===== config.mk =====
export PLATFORM = sky130hd
export DESIGN_NAME = pc_next_unit
export DESIGN_NICKNAME = d
export VERILOG_FILES = /design/src/rtl/pc_next_unit.sv
export SDC_FILE = /design/constraint.sdc
export NUM_CORES = 1
export LEC_CHECK = 0
export CORE_MARGIN = 2
export CORE_UTILIZATION = 42
export DETAILED_ROUTE_END_ITERATION = 8
export PLACE_DENSITY = 0.69
export SYNTH_ARGS = -nofsm -noshare
export SYNTH_HDL_FRONTEND = slang
export SYNTH_SLANG_ARGS = --single-unit

===== constraint.sdc =====
create_clock -name i_clk -period 3.6 [get_ports i_clk]
set_clock_uncertainty 0.15 [all_clocks]
set_input_delay 0.72 -clock i_clk [delete_from_list [all_inputs] [get_ports i_clk]]
set_output_delay 0.72 -clock i_clk [all_outputs]
set_load 0.01 [all_outputs]

===== src/rtl/pc_next_unit.sv =====
// pc_next_unit: next-PC selection (increment / branch / jump / call / return)
// with a hardware return-address stack and sticky overflow/underflow flags.
// Optional build macro PC_RAS_WRAP_EN: circular RAS; a call while full
// overwrites the oldest entry and ovf_err never sets.
module pc_next_unit #(
    parameter int WIDTH = 8,
    parameter int DEPTH = 4,
    localparam int AW = $clog2(DEPTH)
) (
    input  logic             i_clk,
    input  logic             i_rst,
    input  logic [WIDTH-1:0] i_pc_cur,
    input  logic             i_stall,
    input  logic             i_branch_en,
    input  logic             i_branch_taken,
    input  logic [WIDTH-1:0] i_branch_off,
    input  logic             i_jump_en,
    input  logic             i_call_en,
    input  logic             i_ret_en,
    input  logic [WIDTH-1:0] i_target_addr,
    input  logic             i_err_clr,
    output logic [WIDTH-1:0] o_pc_next,
    output logic             o_stack_empty,
    output logic             o_stack_full,
    output logic [AW:0]      o_stack_cnt,
    output logic             o_ovf_err,
    output logic             o_unf_err
);

`ifdef PC_RAS_WRAP_EN
    localparam bit WRAP = 1'b1;
`else
    localparam bit WRAP = 1'b0;
`endif

    localparam logic [AW:0] CNT_FULL = (AW + 1)'(DEPTH);

    // Stack storage; r_wp is the next write slot, so the top is r_wp-1.
    // In the non-wrapping build r_wp always equals cnt modulo DEPTH.
    logic [WIDTH-1:0] r_stack [DEPTH];
    logic [AW-1:0]    r_wp;
    logic [AW:0]      r_cnt;
    logic             r_ovf;
    logic             r_unf;

    logic [WIDTH-1:0] w_inc;
    logic [WIDTH-1:0] w_top;
    logic [AW-1:0]    w_top_idx;
    logic             w_empty;
    logic             w_full;
    logic             w_act;
    logic             w_do_call;
    logic             w_push;
    logic             w_pop;
    logic             w_ovf_evt;
    logic             w_unf_evt;

    assign w_inc     = i_pc_cur + 1'b1;
    assign w_top_idx = r_wp - 1'b1;
    assign w_top     = r_stack[w_top_idx];
    assign w_empty   = (r_cnt == '0);
    assign w_full    = (r_cnt == CNT_FULL);

    // A return outranks a call, so a call only acts when no return is present.
    assign w_act     = ~i_stall;
    assign w_do_call = w_act & ~i_ret_en & i_call_en;
    assign w_push    = w_do_call & (~w_full | WRAP);
    assign w_pop     = w_act & i_ret_en & ~w_empty;
    assign w_ovf_evt = w_do_call & w_full & ~WRAP;
    assign w_unf_evt = w_act & i_ret_en & w_empty;

    // Next-PC selection in priority order; reset forces the PC register's reset value.
    always_comb begin
        o_pc_next = w_inc;
        if (i_rst) begin
            o_pc_next = '0;
        end else if (i_stall) begin
            o_pc_next = i_pc_cur;
        end else if (i_ret_en) begin
            o_pc_next = w_empty ? w_inc : w_top;
        end else if (i_call_en || i_jump_en) begin
            o_pc_next = i_target_addr;
        end else if (i_branch_en && i_branch_taken) begin
            o_pc_next = w_inc + i_branch_off;
        end
    end

    // Return-address stack push/pop; a full push either wraps or is dropped.
    always_ff @(posedge i_clk or posedge i_rst) begin
        if (i_rst) begin
            r_wp  <= '0;
            r_cnt <= '0;
            for (int i = 0; i < DEPTH; i++) begin
                r_stack[i] <= '0;
            end
        end else if (w_push) begin
            r_stack[r_wp] <= w_inc;
            r_wp          <= r_wp + 1'b1;
            if (!w_full) begin
                r_cnt <= r_cnt + 1'b1;
            end
        end else if (w_pop) begin
            r_wp  <= w_top_idx;
            r_cnt <= r_cnt - 1'b1;
        end
    end

    // Sticky error flags; a new error event beats a simultaneous clear.
    always_ff @(posedge i_clk or posedge i_rst) begin
        if (i_rst) begin
            r_ovf <= 1'b0;
            r_unf <= 1'b0;
        end else begin
            if (w_ovf_evt) begin
                r_ovf <= 1'b1;
            end else if (i_err_clr) begin
                r_ovf <= 1'b0;
            end
            if (w_unf_evt) begin
                r_unf <= 1'b1;
            end else if (i_err_clr) begin
                r_unf <= 1'b0;
            end
        end
    end

    assign o_stack_empty = w_empty;
    assign o_stack_full  = w_full;
    assign o_stack_cnt   = r_cnt;
    assign o_ovf_err     = r_ovf;
    assign o_unf_err     = r_unf;

endmodule


==> flow_summary.json <==
{
  "drt-total-wl_mm": 7.49,
  "hold_path_class": "flop to flop",
  "area_growth_syn_to_layout_pct": 49.6,
  "synth_top_area_cell": "dfrtp_1",
  "routedWlPerCell_um": 16.7,
  "reg2reg_from": "o_stack_cnt[0]",
  "post_synth_num_cell_types": 43,
  "synth_seq_cells": 39,
  "fmax_mhz": 274,
  "relSlewSlack_pct": 66.0,
  "avgViaCountPerCell": 5.41,
  "path_clk_slew_ns": 0.07,
  "layout-drive-gt1-share_pct": 31.9,
  "cp-end-kind": "primary output",
  "drc": 0,
  "syn-cell-area_mm2": 0.00249,
  "arrival_ns": 2.79,
  "grt_max_degree": 29,
  "portBuffers": 47,
  "htree_levels": 2,
  "synth_flop_cell": "dfrtp_1",
  "insertion_delay_ns": 0.29,
  "critPathLaunch": "i_pc_cur[0]",
  "rsz0062_at_grt": "yes",
  "max-vdd-ir-drop_uv": 283,
  "place_ws_ns": -0.988,
  "grt_antenna_before_repair": 0,
  "yosys.area.top_type_share_pct": 39.2,
  "utilization_pct": 64.1,
  "power_density_mw_per_mm2": 578,
  "drtIter0Drc": 74,
  "cts_max_path_buffers": 2,
  "hold_viol": 0,
  "tightest_slew_ns": 0.509,
  "fp.coreArea_mm2": 0.00582,
  "die_w_um": 81.0,
  "rows": 28,
  "yosysMostFrequentCell": "nand2_1",
  "synthArstFlopShare_pct": 100,
  "fill_cells": 473,
  "grt_first_pass_wirelength_mm": 11.5,
  "insertedDiodeCount": 0,
  "hold_buffers": 0,
  "root_buffer": "clkbuf_8",
  "cts_buffers": 5,
  "clkSinkCount": 39,
  "hp-start": "r_stack[9]",
  "setup_ws_ns": -0.0552,
  "grt_usage_pct": 23.6,
  "slew_viol_final": 0,
  "die_area_mm2": 0.00657,
  "drtAntennaViolNets": 0,
  "setup_viol": 1,
  "io_pins": 48,
  "startpoint_type": "input port",
  "grt_pass1_vias": 2359,
  "gp_congestion": 0.918,
  "place.detailed.hpwl_mm": 5.41,
  "leakage_nw": 1.68,
  "die_h_um": 81.0,
  "grt_overflow_total": 0,
  "cp.required_ns": 2.73,
  "cts_tree": "built",
  "path_max_fanout": 4,
  "initial_utilization_pct": 42.9,
  "vias": 2425,
  "violations": "negative setup slack",
  "seq_area_frac_synth_pct": 39.2,
  "avgSynthCellArea_um2": 9.06,
  "syn-num-nets": 323,
  "nets": 420,
  "dr.pass1.iters": 4,
  "synth_warnings": 0,
  "synth_common_cells": "nand2_1, o21ai_0, dfrtp_1",
  "critical_path_class": "input port to primary output",
  "max_cap_viol_count": 0,
  "outcome": "finished with violations",
  "synth.area.top_cells": "dfrtp_1, o21ai_0, nand2_1, mux4_2, ha_1",
  "synth_edf_count": 0,
  "fin_crit_sh_pct": 102,
  "fin_crit_ns": 3.66,
  "synth_cells": 275
}
==> through the flow <==
step | power (mW) | hold slack (ns) | area, µm² | setup TNS [ns] | cells
after floorplan | 1.35 | 0.295 | 2510 | 0 | 275
after CTS | 2.14 | 0.336 | 3580 | -0.0727 | 446
after global routing | 2.30 | 0.369 | 3730 | -0.148 | 448
after detailed placement | 1.74 | 0.319 | 3370 | -5.24 | 433
final | 2.16 | 0.329 | 3730 | -0.0552 | 448
after global placement | 1.71 | 0.307 | 3370 | -5.05 | 433
==> power breakdown <==
| group | total (mW) | switching [mW] | internal (mW) | leakage [nW] |
|---|---|---|---|---|
| combinational | 1.03 | 0.488 | 0.542 | 1.13 |
| clock | 0.373 | 0.149 | 0.224 | 0.0612 |
| sequential | 0.754 | 0.120 | 0.634 | 0.492 |
==> final cells by class <==
class | instances | area, µm² | share of cell area [%]
clock buffers | 6 | 82.6 | 2.21
multi-input cells | 206 | 1590 | 42.8
repair buffers | 99 | 868 | 23.3
clock inverters | 2 | 35.0 | 0.940
flip-flops and latches | 39 | 976 | 26.2
well taps | 75 | 93.8 | 2.52
inverters | 21 | 78.8 | 2.11
==> kinds of logic (layout without fill, tap and decap cells) <==
kind of cell | after synthesis | after routing | synth area share, %
and+or+nand+nor | 80 | 80 | 14.0
DFF | 39 | 39 | 39.2
AOI/OAI and AO/OA | 88 | 88 | 21.2
buffers and inverters | 30 | 128 | 4.82
muxes | 10 | 10 | 8.08
adders and majority gates | 15 | 15 | 8.13
xor gates and xnor gates | 13 | 13 | 4.57
==> sequential cells by signal, indices dropped and copies added, names as in the netlist <==
signal / cells
o_ovf_err: 1
o_stack_cnt: 3
o_unf_err: 1
r_stack: 32
r_wp: 2
==> cells in the final DEF, fill, tap and decap left out, types with 3 or more instances in the layout <==
master	instances
buf_2	3
nor2_1	8
mux4_2	8
nor3_2	3
a21oi_2	4
nand2_1	50
dfrtp_1	39
dlygate4sd2_1	4
nor3_1	3
xor2_2	3
a21oi_1	9
inv_1	14
ha_1	5
nand3_1	3
o221ai_1	7
clkdlybuf4s50_1	30
clkbuf_8	6
a31oi_1	3
xnor2_1	6
buf_6	7
buf_4	50
inv_2	6
o22ai_1	3
o21ai_0	45
ha_4	7
dlymetal6s2s_1	3
o21a_1	4
==> worst max-delay path, stage by stage <==
cell and delay, ns:
buf_8 0.10, ha_4 0.25, ha_1 0.28, a21o_1 0.18, and4_4 0.20, o311a_1 0.35, a211oi_2 0.26, a31oi_1 0.13
a211oi_2 0.16, buf_2 0.16
==> final timing paths <==
kind | endpoint | slack (ns) | cells past startpoint
worst max-delay path | o_pc_next[7] | -0.06 | 10
worst min-delay path | r_stack[9] | 0.33 | 2
worst max register to register | o_stack_cnt[1] | 1.64 | 5
worst min register to register | r_stack[9] | 0.33 | 2
max in group asynchronous | r_stack[23] | 2.03 | 4
min in group asynchronous | o_ovf_err | 0.82 | 3
==> metal layers <==
metal  track usage (%)  up-vias  part of all wire [%]
met2              39.3       71                    49
met3              4.33       26                   4.5
met4              13.6        0                   5.2
li1                  -     1171                     -
met1              28.6     1157                    41
met5                 0        -                     0
==> what timing repair did <==
action / in CTS / in global routing
pin swaps: 10 / 22
cloned: 0 / 0
resized for setup: 60 / 37
setup buffers: 5 / 2
endpoints found under the setup margin: 8 / 5
Power figures use the tool's default switching activity.
